--- config.mk ---
export PLATFORM = sky130hd
export DESIGN_NAME = jtag_mem_arb
export DESIGN_NICKNAME = d
export VERILOG_FILES = /design/src/rtl/jtag_mem_arb.sv
export SDC_FILE = /design/constraint.sdc
export NUM_CORES = 1
export LEC_CHECK = 0
export ABC_CLOCK_PERIOD_IN_PS = 4000
export CORE_AREA = 5 5 114 116
export CTS_BUF_LIST = sky130_fd_sc_hd__clkbuf_16
export DETAILED_ROUTE_END_ITERATION = 10
export DIE_AREA = 0 0 119 121
export PLACE_DENSITY = 0.58
export SETUP_SLACK_MARGIN = 0.5
export SLEW_MARGIN = 20
export SYNTH_ARGS = -nofsm -noshare
export SYNTH_HDL_FRONTEND = slang
export SYNTH_SLANG_ARGS = --single-unit
--- constraint.sdc ---
create_clock -name clk -period 4 [get_ports clk]
set_input_delay 1.2 -clock clk [delete_from_list [all_inputs] [get_ports clk]]
set_output_delay 1.2 -clock clk [all_outputs]
set_load 0.05 [all_outputs]
--- src/rtl/jtag_mem_arb.sv ---
`default_nettype none
// ============================================================================
// Module   : jtag_mem_arb
// Brief    : Two-master (core / JTAG debug) arbiter for the data-memory port,
//            with debug-mode priority, JTAG starvation guard and read routing.
// Revision : 1.0 - initial release
// ============================================================================
module jtag_mem_arb #(
    parameter int ADDR_W   = 32,
    parameter int DATA_W   = 32,
    parameter int MAX_WAIT = 4
) (
    input  logic              clk,
    input  logic              rst,
    input  logic              i_dbg_mode,
    input  logic              i_core_req,
    input  logic [ADDR_W-1:0] i_core_addr,
    input  logic              i_core_wr_en,
    input  logic [DATA_W-1:0] i_core_wr_data,
    output logic              o_core_gnt,
    output logic              o_core_rd_vld,
    output logic [DATA_W-1:0] o_core_rd_data,
    input  logic              i_jtag_bus_vld,
    input  logic [ADDR_W-1:0] i_jtag_mem_addr,
    input  logic              i_jtag_mem_wr_en,
    input  logic [DATA_W-1:0] i_jtag_mem_wr_data,
    output logic              o_jtag_bus_rdy,
    output logic              o_jtag_rd_vld,
    output logic [DATA_W-1:0] o_jtag_mem_rd_data,
    output logic              o_mem_en,
    output logic [ADDR_W-1:0] o_mem_addr,
    output logic              o_mem_wr_en,
    output logic [DATA_W-1:0] o_mem_wr_data,
    input  logic [DATA_W-1:0] i_mem_rd_data
);

    localparam logic [3:0] C_MAX_WAIT = 4'(MAX_WAIT);

    logic [3:0] r_wait_cnt;
    logic       r_rd_pend;
    logic       r_rd_owner;
    logic       w_jtag_win;
    logic       w_core_win;
    logic       w_rd_grant;

    // Reset masks both grants so nothing reaches memory while rst is high.
    always_comb begin
        w_jtag_win = i_jtag_bus_vld & ~rst &
                     (i_dbg_mode | ~i_core_req | (r_wait_cnt == C_MAX_WAIT));
        w_core_win = i_core_req & ~rst & ~w_jtag_win;
        w_rd_grant = (w_jtag_win & ~i_jtag_mem_wr_en) |
                     (w_core_win & ~i_core_wr_en);
    end

    assign o_core_gnt     = w_core_win;
    assign o_jtag_bus_rdy = w_jtag_win;
    assign o_mem_en       = w_core_win | w_jtag_win;

    always_comb begin
        o_mem_addr    = '0;
        o_mem_wr_en   = 1'b0;
        o_mem_wr_data = '0;
        if (w_jtag_win) begin
            o_mem_addr    = i_jtag_mem_addr;
            o_mem_wr_en   = i_jtag_mem_wr_en;
            o_mem_wr_data = i_jtag_mem_wr_data;
        end else if (w_core_win) begin
            o_mem_addr    = i_core_addr;
            o_mem_wr_en   = i_core_wr_en;
            o_mem_wr_data = i_core_wr_data;
        end
    end

    always_ff @(posedge clk) begin
        if (rst) begin
            r_wait_cnt <= 4'd0;
            r_rd_pend  <= 1'b0;
            r_rd_owner <= 1'b0;
        end else begin
            if (!i_jtag_bus_vld || w_jtag_win) begin
                r_wait_cnt <= 4'd0;
            end else if (r_wait_cnt != C_MAX_WAIT) begin
                r_wait_cnt <= r_wait_cnt + 4'd1;
            end
            r_rd_pend <= w_rd_grant;
            if (w_rd_grant) begin
                r_rd_owner <= w_jtag_win;
            end
        end
    end

    // Read data is steered to its owner only; the other master sees zero.
    assign o_core_rd_vld      = r_rd_pend & ~r_rd_owner & ~rst;
    assign o_jtag_rd_vld      = r_rd_pend &  r_rd_owner & ~rst;
    assign o_core_rd_data     = o_core_rd_vld ? i_mem_rd_data : '0;
    assign o_jtag_mem_rd_data = o_jtag_rd_vld ? i_mem_rd_data : '0;

endmodule
`default_nettype wire

==> run metrics <==
status completed; Synth Area in Compound Gates 42.4%; Initial Utilization 12.3%; met2 WL 7.85 mm; max-slew violations 0; CP Capture Point o_mem_addr[27]; Mapped Nets 357; clock tree sinks 6; routed vias 2865; Critical path origin i_jtag_bus_vld; Crit path arrival time 2.41 ns; CP Capture Type output pin; clk_lat worst skew 0.23 ns; synth unique cells 27; critical path launch point type input port; total grt overflow 0; Worst R2R Start r_wait_cnt[0]$_SDFFE_PP0N_; Setup Slack @ Placement -0.0564 ns; Worst-Margin Slew 0.590 ns; die area 0.0144 sq mm; hold buffers post-CTS 0; clock transition at the registers of the reported paths 0.03 ns; hpwl dp 10.9 mm; Post-Syn Area per Cell 7.70 sq um; synthesized netlist cell count 188; Crit Path Class in -> out; fill cell count 922; crit-path cells buf_8 > nor2b_4 > a21boi_4 > buf_12 > buf_12 > clkbuf_16 > a22o_4 > buf_12; worst vdd ir 0.198 mV; reg2reg setup slack 2.24 ns; Post-synth EDFFs 0; main combinational cell family by area after synthesis compound AO/OA/AOI/OAI gates; Final GP Congestion 0.846; r2r worst-path depth 9; vias in the first global route 2969; Routed Antenna Nets 0; CP Buf/Inv Count 5; initial antenna violation count 0; Hold Fails Final Rpt 0; CP max-delay cell a22o_4; wire length on met3 974 um; crit-path max cell delay 0.25 ns; post-synthesis simple-gate area fraction 35.1%; number of setup violations in the final report 0; Seq/Total Area, Yosys 8.30%; cell family with most CP delay buffers and inverters; Synth top area share 38.7%; drt first pass iters 4; largest net degree at the start of global routing 34; All-Layer GR Usage 18.2%; HP Class reg -> reg; Die Y-Extent 121 um; CORE AREA 0.0118 sq mm; clock buffer count from CTS 3; Worst path most repeated cell buf_12; CTS tree yes; largest fanout on the critical path 5; routed wire length 14.6 mm; CTS Root Cell clkbuf_16; first-pass GRT wire length 19.9 mm; synth top area cells a22o_1 (39%), and2_1 (28%), dfxtp_1 (8.3%), buf_6 (5.4%), buf_2 (2.1%); PD cells 155 mW/mm^2; period utilization 90.4%; Metal-1 WL 5.35 mm; CP Depth 8; mapped cell area 0.00145 sq mm; Max Cap Viol 0; mux contribution to synthesized area 0.691%; clock skew 0.00263 ns; Yosys reg bits 6; Via density 4.41; highest routed layer met4; ys flop type dfxtp_1; drt wl/cell 22.5 um; asr flop ratio synth 0%; Layout Area Growth over Synthesis 381%; synth cell count leaders a22o_1 (64), and2_1 (64), buf_6 (7); Hold Path Depth 1; critical path required time 2.80 ns; Cell Rows 40; Die Wd 119 um; clk buf depth 2; CTS H-Tree Depth 1; DRC 0; Fin Setup TNS 0 ns; layout cell share with drive strength beyond 1 49.8%; Worst slew margin 59.7%; # IOs 301; Period minus WS final 3.61 ns; Ys Warns 0; r2r endpoint r_rd_pend$_SDFF_PP0_; cell taking the most area after synthesis a22o_1; leakage power 2.90 nW; fmax 0.277 GHz; Nets 673; final setup margin 0.385 ns; Post-Synth Adder-Cell Area 1.73%; Antenna Cells 0; xor/xnor share of the synthesized area 0.605%; RSZ-0062 raised after global routing true; PortBufs 300; DR iter-0 viols 110
power by group:
group / switching (mW) / internal (mW) / total [mW]
registers: 0.00115 / 0.0620 / 0.0631
logic: 0.375 / 0.481 / 0.855
clock network: 0.0329 / 0.128 / 0.161
total: 0.409 / 0.671 / 1.08
repair_timing:
action,in CTS,in global routing
gates resized for setup,65,19
endpoints found under the setup margin,133,85
gates cloned,8,3
setup buffers,10,1
pin swaps,5,21
worst min-delay path by stage:
stage,from,end,slack [ns]
3_5_place_dp,r_wait_cnt[0]$_SDFFE_PP0N_,r_wait_cnt[0]$_SDFFE_PP0N_,0.46
4_1_cts,r_wait_cnt[0]$_SDFFE_PP0N_,r_wait_cnt[0]$_SDFFE_PP0N_,0.47
3_3_place_gp,r_wait_cnt[0]$_SDFFE_PP0N_,r_wait_cnt[0]$_SDFFE_PP0N_,0.44
2_1_floorplan,r_wait_cnt[0]$_SDFFE_PP0N_,r_wait_cnt[0]$_SDFFE_PP0N_,0.43
5_1_grt,r_wait_cnt[0]$_SDFFE_PP0N_,r_wait_cnt[0]$_SDFFE_PP0N_,0.50
6_report,r_wait_cnt[0]$_SDFFE_PP0N_,r_wait_cnt[0]$_SDFFE_PP0N_,0.46
layer usage:
layer  vias up  track usage [%]
li1       1329                -
met1      1352             20.6
met2       158             34.0
met3        26             4.34
met4         0             4.42
met5         -                0
cell families after synthesis:
| family | after synthesis |
|---|---|
| xor gates and xnor gates | 1 |
| AOI/OAI and AO/OA | 70 |
| muxes | 1 |
| and+or+nand+nor | 83 |
| DFF | 6 |
| adders and majority gates | 2 |
| buffers and inverters | 25 |
cells in the final DEF (no fill, tap or decap), types with 2 or more instances in the layout:
master           synthesis  final
nor2b_4                  0      2
ha_1                     2      2
clkbuf_16                0      6
dfxtp_1                  6      6
buf_16                   0      8
nand3_1                  2      2
and2_1                  64     55
buf_6                    7      5
and2_2                   0      9
buf_4                    2      6
a22o_2                   0     21
nand3b_1                 2      2
inv_1                    5      5
a22o_4                   0     40
nor2_1                   6      6
buf_12                   0    146
a22o_1                  64      3
clkdlybuf4s50_1          0    162
state kept, by name (all words and copies together), names as in the netlist:
register,flops
r_rd_owner,1
r_rd_pend,1
r_wait_cnt,4
final cells by class:
type	count	area (sq um)	area share [%]
clock buffers	3	75.1	1.08
inverters	5	18.8	0.269
multi-input cells	157	1610	23.1
flip-flops and latches	6	120	1.72
well taps	147	184	2.64
repair buffers	331	4960	71.2
per-stage QoR:
stage	hold slack (ns)	utilization, %	power, mW	cell area (sq um)	std cells
3_3_place_gp	0.440	51.5	0.808	6080	624
4_1_cts	0.465	57.4	1.06	6780	645
3_5_place_dp	0.458	51.5	0.812	6080	624
6_report	0.457	59.0	1.08	6960	649
5_1_grt	0.504	59.0	1.11	6960	649
2_1_floorplan	0.430	-	0.362	1550	188
Power figures use the tool's default switching activity.
